==> config.mk <==
export PLATFORM = sky130hd
export DESIGN_NAME = rock_ramp_ctrl_flat
export DESIGN_NICKNAME = d
export VERILOG_FILES = /design/src/rtl/rock_ramp_ctrl_if.sv /design/src/rtl/rock_ramp_ctrl.sv /design/src/flat_wrapper.sv
export SDC_FILE = /design/constraint.sdc
export NUM_CORES = 1
export LEC_CHECK = 0
export CELL_PAD_IN_SITES_DETAIL_PLACEMENT = 1
export CELL_PAD_IN_SITES_GLOBAL_PLACEMENT = 1
export CORE_ASPECT_RATIO = 1.75
export CORE_MARGIN = 2
export CORE_UTILIZATION = 39
export CTS_BUF_LIST = sky130_fd_sc_hd__clkbuf_16
export DETAILED_ROUTE_END_ITERATION = 8
export GPL_ROUTABILITY_DRIVEN = 0
export HOLD_SLACK_MARGIN = 0.05
export PLACE_DENSITY = 0.73
export SKIP_LAST_GASP = 1
export SYNTH_ARGS = -nofsm -noshare
export SYNTH_HDL_FRONTEND = slang
export SYNTH_SLANG_ARGS = --single-unit
==> constraint.sdc <==
create_clock -name clk -period 2.45 [get_ports clk]
set_input_delay 0.6125 -clock clk [delete_from_list [all_inputs] [get_ports clk]]
set_output_delay 0.6125 -clock clk [all_outputs]
set_load 0.01 [all_outputs]
==> src/rtl/rock_ramp_ctrl_if.sv <==
// rtl/rock_ramp_ctrl_if.sv - target request handshake between requester and rock_ramp_ctrl
interface rock_ramp_ctrl_if;
    logic       req_valid;
    logic [2:0] req_amp;
    logic [2:0] req_freq;
    logic       req_ready;

    modport master (
        output req_valid,
        output req_amp,
        output req_freq,
        input  req_ready
    );

    modport slave (
        input  req_valid,
        input  req_amp,
        input  req_freq,
        output req_ready
    );
endinterface

==> src/rtl/rock_ramp_ctrl.sv <==
// rtl/rock_ramp_ctrl.sv - rocking amplitude/frequency ramp and hold controller
// Optional safe stop input enabled by macro ROCK_SAFE_STOP_EN.
module rock_ramp_ctrl #(
    parameter int unsigned HOLD_TICKS = 4
) (
    input  logic                   clk,
    input  logic                   reset,
    input  logic                   tick,
`ifdef ROCK_SAFE_STOP_EN
    input  logic                   stop,
`endif
    rock_ramp_ctrl_if.slave        bus,
    output logic [2:0]             amp,
    output logic [2:0]             freq,
    output logic                   busy,
    output logic                   settled
);

    typedef enum logic [1:0] {IDLE, RAMP, HOLD} state_t;

    localparam logic [7:0] HOLD_LOAD = 8'(HOLD_TICKS);

    state_t     state, state_n;
    logic [2:0] tgt_amp, tgt_amp_n, tgt_freq, tgt_freq_n;
    logic [2:0] amp_n, freq_n, amp_step, freq_step, tgt_amp_eff;
    logic [7:0] hold_cnt, hold_cnt_n;
    logic       settled_n, stop_now, ready, accept;

    // Saturating single step; unsigned compare means 0 and 7 are hard limits.
    function automatic logic [2:0] step_toward(input logic [2:0] cur, input logic [2:0] tgt);
        if (tgt > cur)
            return cur + 3'd1;
        else if (tgt < cur)
            return cur - 3'd1;
        else
            return cur;
    endfunction

    always_comb begin
`ifdef ROCK_SAFE_STOP_EN
        stop_now = stop;
`else
        stop_now = 1'b0;
`endif
        ready       = (state != RAMP) && !stop_now;
        accept      = bus.req_valid && ready;
        tgt_amp_eff = stop_now ? 3'd0 : tgt_amp;
        amp_step    = step_toward(amp, tgt_amp_eff);
        freq_step   = step_toward(freq, tgt_freq);
    end

    assign bus.req_ready = ready;
    assign busy          = (state != IDLE);

    always_comb begin
        state_n    = state;
        amp_n      = amp;
        freq_n     = freq;
        tgt_amp_n  = stop_now ? 3'd0 : tgt_amp;
        tgt_freq_n = tgt_freq;
        hold_cnt_n = hold_cnt;
        settled_n  = 1'b0;

        if (stop_now && amp != 3'd0 && state != RAMP) begin
            state_n = RAMP;
        end else if (stop_now && amp == 3'd0) begin
            // Parked at zero amplitude: hold without counting down while stop persists.
            state_n = HOLD;
            if (state != HOLD)
                hold_cnt_n = HOLD_LOAD;
        end else if (accept) begin
            tgt_amp_n  = bus.req_amp;
            tgt_freq_n = bus.req_freq;
            if (bus.req_amp != amp || bus.req_freq != freq) begin
                state_n = RAMP;
            end else begin
                state_n    = HOLD;
                hold_cnt_n = HOLD_LOAD;
            end
        end else begin
            case (state)
                RAMP: begin
                    if (tick) begin
                        amp_n  = amp_step;
                        freq_n = freq_step;
                        if (amp_step == tgt_amp_eff && freq_step == tgt_freq) begin
                            state_n    = HOLD;
                            hold_cnt_n = HOLD_LOAD;
                        end
                    end
                end
                HOLD: begin
                    if (tick) begin
                        if (hold_cnt == 8'd1) begin
                            state_n    = IDLE;
                            hold_cnt_n = 8'd0;
                            settled_n  = 1'b1;
                        end else begin
                            hold_cnt_n = hold_cnt - 8'd1;
                        end
                    end
                end
                default: ;
            endcase
        end
    end

    always_ff @(posedge clk or negedge reset) begin
        if (!reset) begin
            state    <= IDLE;
            amp      <= 3'd0;
            freq     <= 3'd0;
            tgt_amp  <= 3'd0;
            tgt_freq <= 3'd0;
            hold_cnt <= 8'd0;
            settled  <= 1'b0;
        end else begin
            state    <= state_n;
            amp      <= amp_n;
            freq     <= freq_n;
            tgt_amp  <= tgt_amp_n;
            tgt_freq <= tgt_freq_n;
            hold_cnt <= hold_cnt_n;
            settled  <= settled_n;
        end
    end

endmodule
==> src/flat_wrapper.sv <==
// flat-port wrapper written by rule: the top's interface ports become plain ports
module rock_ramp_ctrl_flat 
#(
    parameter int unsigned HOLD_TICKS = 4
)
  (clk, reset, tick, amp, freq, busy, settled, bus_req_valid, bus_req_amp, bus_req_freq, bus_req_ready);
  rock_ramp_ctrl_if bus_i ();
  input  logic clk;
  input  logic reset;
  input  logic tick;
  output logic [2:0] amp;
  output logic [2:0] freq;
  output logic busy;
  output logic settled;
  input wire logic [$bits(bus_i.req_valid)-1:0] bus_req_valid;
  input wire logic [$bits(bus_i.req_amp)-1:0] bus_req_amp;
  input wire logic [$bits(bus_i.req_freq)-1:0] bus_req_freq;
  output wire logic [$bits(bus_i.req_ready)-1:0] bus_req_ready;
  assign bus_i.req_valid = bus_req_valid;
  assign bus_i.req_amp = bus_req_amp;
  assign bus_i.req_freq = bus_req_freq;
  assign bus_req_ready = bus_i.req_ready;
  rock_ramp_ctrl #(.HOLD_TICKS(HOLD_TICKS)) u_core (.clk(clk), .reset(reset), .tick(tick), .bus(bus_i), .amp(amp), .freq(freq), .busy(busy), .settled(settled));
endmodule
==> metrics.md <==
| Metric | Value |
|---|---|
| Largest net degree at the start of global routing | 24 |
| IO Port Bufs | 18 |
| Footprint of the multi-input gates | 0.00105 mm2 |
| Critical path's slowest cell | dfrtp_2 |
| Reg2reg end | u_core.hold_cnt[6]$_DFFE_PN0P_ |
| CTS Sinks | 23 |
| Core box area | about 0.0039 mm2 |
| Post-Synth XOR/XNOR Area | 0.104 |
| Fillcell total | 440 |
| Critical path endpoint category | flop |
| Worst reg2reg path depth | 8 |
| CTS tree | done |
| Mapped Nets | between 150 and 200 |
| Die width | roughly 53 um |
| Setup Viol. Count Final | 3 |
| Crit path max fanout | 8 |
| GRT Max-Usage Layer | met2 |
| Met2 Resource Use GR | 0.453 |
| Crit start category | flop |
| Synthesis Warnings | 0 |
| Leak | 0.925 nW |
| Finished Layout Cells | between 200 and 300 |
| Htree depth | 1 |
| Simple-gate share of the synthesized area | 0.185 |
| Hold Path Depth | 1 |
| Slew @ Worst Pin | about 0.5 ns |
| FF-to-FF setup slack | -0.05 ns |
| CP startpoint | u_core.freq[0]$_DFFE_PN0P_ |
| EDFF count, synth | 0 |
| Largest family of logic cells by synthesized area | simple AND/OR/NAND/NOR gates |
| Yosys reg bits | 23 |
| Gate Count Post-Synth | around 170 |
| Status | finished with violations |
| Post-CTS Hold Buffers | 0 |
| Worst Path Arrival | 2.66 ns |
| Max-slew headroom | 0.668 |
| WS Path Type | flop to flop |
| Fin. Hold Viols | 0 |
| IO Pins | 19 |
| Final Max Tran Viols | 0 |
| Hold WS | around 0.57 ns |
| Worst Path Required | approximately 2.6 ns |
| Period minus WS final | 2.50 ns |
| RSZ-0062 raised after global routing | true |
| Hpwl dp | 3730 um |
| First-pass GRT wire length | between 7000 and 8000 um |
| Final period utilization | 1.02 |
| Final TNS setup | -0.0834 ns |
| Total GRT Usage | 0.225 |
| Layout Skew | ~0.0015 ns |
| CP Capture Point | u_core.hold_cnt[6]$_DFFE_PN0P_ |
| Vias in the first global route | 1663 |
| HP Start | u_core.hold_cnt[3]$_DFFE_PN0P_ |
| Post-route ant nets | 0 |
| Avg Synthesized Cell Area | around 9.6 um2 |
| Register area share after synthesis | 0.359 |
| Worst path cell trace | ha_1 > nand3b_1 > and3_1 > o31a_1 > nor4_4 > a41oi_2 > or2_4 > o31ai_2 |
| Die footprint | 0.00467 mm2 |
| Wire per inst | 18.0 um |
| TritonRoute pass-1 iters | 4 |
| Most used DFF post-synth | dfrtp_1 |
| Adder-Cell Fraction of Synth Area | 0.0935 |
| Hold crit path type | flop to flop |
| Synth Area in Compound Gates | 0.182 |
| Initial antenna violation count | 0 |
| Clock Tree Root | clkbuf_16 |
| N_diodes | 0 |
| Register clock-pin slew on the reported worst setup and hold paths | about 0.06 ns |
| Skew-Pair Late Insertion Delay | 0.26 ns |
| Global route total overflow | 0 |
| Storage element area | 583 um2 |
| Iter 0 DRT Violations | 22 |
| Worst setup margin | -0.0479 ns |
| Row Count | 30 |
| Layout area overhead | 35.0% |
| Max Fclk | around 0.40 GHz |
| Met3 Resource Use GR | 0.0287 |
| Placed cell count | about 250 |
| PwrDens | between 1500 and 2000 mW/mm2 |
| Routed WL | around 4600 um |
| Vias/cell | 5.71 |
| Max_cap viols | 0 |
| Nets | between 200 and 250 |
| Failing checks | setup timing |
| TritonCTS Buffers | 3 |
| Mapped cell area | around 0.0016 mm2 |
| Worst vdd ir | between 0.7 and 0.8 mV |
| Async set-or-reset flop fraction in the synthesized netlist | 1.00 |
| Post-synthesis mux area share | 0.0421 |
| Met1 Use GR | 0.214 |
| Initial core utilization | 0.411 |
| Clk buf depth | 2 |
| Layout cell share with drive strength beyond 1 | 0.276 |
| Die height | between 80 and 90 um |
| RR Startpoint | u_core.freq[0]$_DFFE_PN0P_ |
| Synth cell types | 46 |
| Vias after detailed routing | ~1.5k |
| CP max stage delay | around 0.43 ns |
| Number of remaining DRC errors | 0 |
[critical path: cells and delay by family, from the launching register on]
kind | cells | cell delay, ns
flip-flops | 1 | 0.43
AND/OR/NAND/NOR | 4 | 1.07
AO/OA/AOI/OAI | 3 | 0.68
adder cells (fa/ha/maj) | 1 | 0.23
[registers in the layout, indices dropped and copies added, names as in the netlist]
| register | cells |
|---|---|
| u_core.freq | 3 |
| u_core.state | 2 |
| u_core.amp | 3 |
| u_core.settled | 1 |
| u_core.hold_cnt | 8 |
| u_core.tgt_amp | 3 |
| u_core.tgt_freq | 3 |
[routing by layer]
| metal | vias to the layer above | share of wire |
|---|---|---|
| met2 | 20 | 0.60 |
| met3 | 12 | 0.014 |
| li1 | 702 | - |
| met4 | 0 | 0.025 |
| met5 | - | 0 |
| met1 | 738 | 0.36 |
[where the power goes]
part | internal, W | total, W | switching, W
combinational | 0.00128 | 0.00258 | 0.00130
sequential | 0.000553 | 0.000736 | 0.000183
clock | 0.000220 | 0.000362 | 0.000142
[layout by cell type, fill, tap and decap left out, types with 6 or more instances in the layout]
cell	instances
buf_4	23
clkdlybuf4s50_1	18
dfrtp_1	17
xnor2_1	13
nor2_1	11
a21oi_1	10
ha_1	8
inv_1	7
nand2_1	7
nor3_1	6
xor2_1	6
mux2_2	6
dfrtp_2	6
[area by class of cell]
cell class | count | area share
Clock inverter | 1 | 0.00231
Sequential cell | 23 | 0.269
Multi-Input combinational cell | 131 | 0.484
Timing Repair Buffer | 41 | 0.163
Clock buffer | 3 | 0.0346
Inverter | 11 | 0.0191
Tap cell | 48 | 0.0277
[metrics by stage]
stage	utilization	setup WS [ns]	cell area, um2	total power (W)
CTS	0.554	-0.0158	2160	0.00366
finish	0.555	-0.0479	2170	0.00368
global route	0.555	-0.147	2170	0.00396
detailed placement	0.527	-0.0705	2060	0.00322
floorplan	-	-0.0104	1680	0.00236
global placement	0.527	0.00804	2060	0.00307
[worst min path at each step]
stage,end,slack [ns]
after floorplan,u_core.amp[0]$_DFFE_PN0P_,0.32
after global placement,u_core.hold_cnt[6]$_DFFE_PN0P_,0.52
after detailed placement,u_core.hold_cnt[6]$_DFFE_PN0P_,0.53
after CTS,u_core.hold_cnt[3]$_DFFE_PN0P_,0.57
after global routing,u_core.hold_cnt[3]$_DFFE_PN0P_,0.60
final,u_core.hold_cnt[3]$_DFFE_PN0P_,0.57
[Yosys cell counts, types with 2 or more instances]
library cell / count / area share
a21o_1: 3 / 0.014
xor2_1: 6 / 0.033
a211oi_1: 2 / 0.0094
a31oi_1: 3 / 0.012
nand3_1: 3 / 0.0094
nand2b_1: 4 / 0.016
mux2_2: 6 / 0.042
a21oi_1: 11 / 0.034
inv_1: 11 / 0.026
o21ai_0: 2 / 0.0062
nor4_1: 3 / 0.012
nor2b_1: 2 / 0.0078
a31o_2: 2 / 0.011
xnor2_1: 13 / 0.071
o31ai_1: 3 / 0.014
nor3_1: 6 / 0.019
ha_1: 12 / 0.094
dfrtp_1: 23 / 0.36
o2bb2ai_1: 3 / 0.016
nand3b_1: 3 / 0.014
a211o_1: 2 / 0.011
and3_1: 4 / 0.016
nor2_1: 11 / 0.026
nand2_1: 7 / 0.016
[repair_timing]
item,in CTS,in global routing
buffers inserted,2,0
pin swaps,3,0
endpoints found under the setup margin,8,10
resized for setup,2,1
[cells by family (layout without fill, tap and decap cells)]
| group | count (synthesis) | in the layout |
|---|---|---|
| AND/OR/NAND/NOR | 53 | 53 |
| AO/OA/AOI/OAI | 41 | 41 |
| flip-flops | 23 | 23 |
| XOR/XNOR | 19 | 19 |
| buffers and inverters | 13 | 56 |
| adder cells (fa/ha/maj) | 12 | 12 |
| multiplexers | 6 | 6 |
No activity file was read; power rests on OpenSTA's default activity.
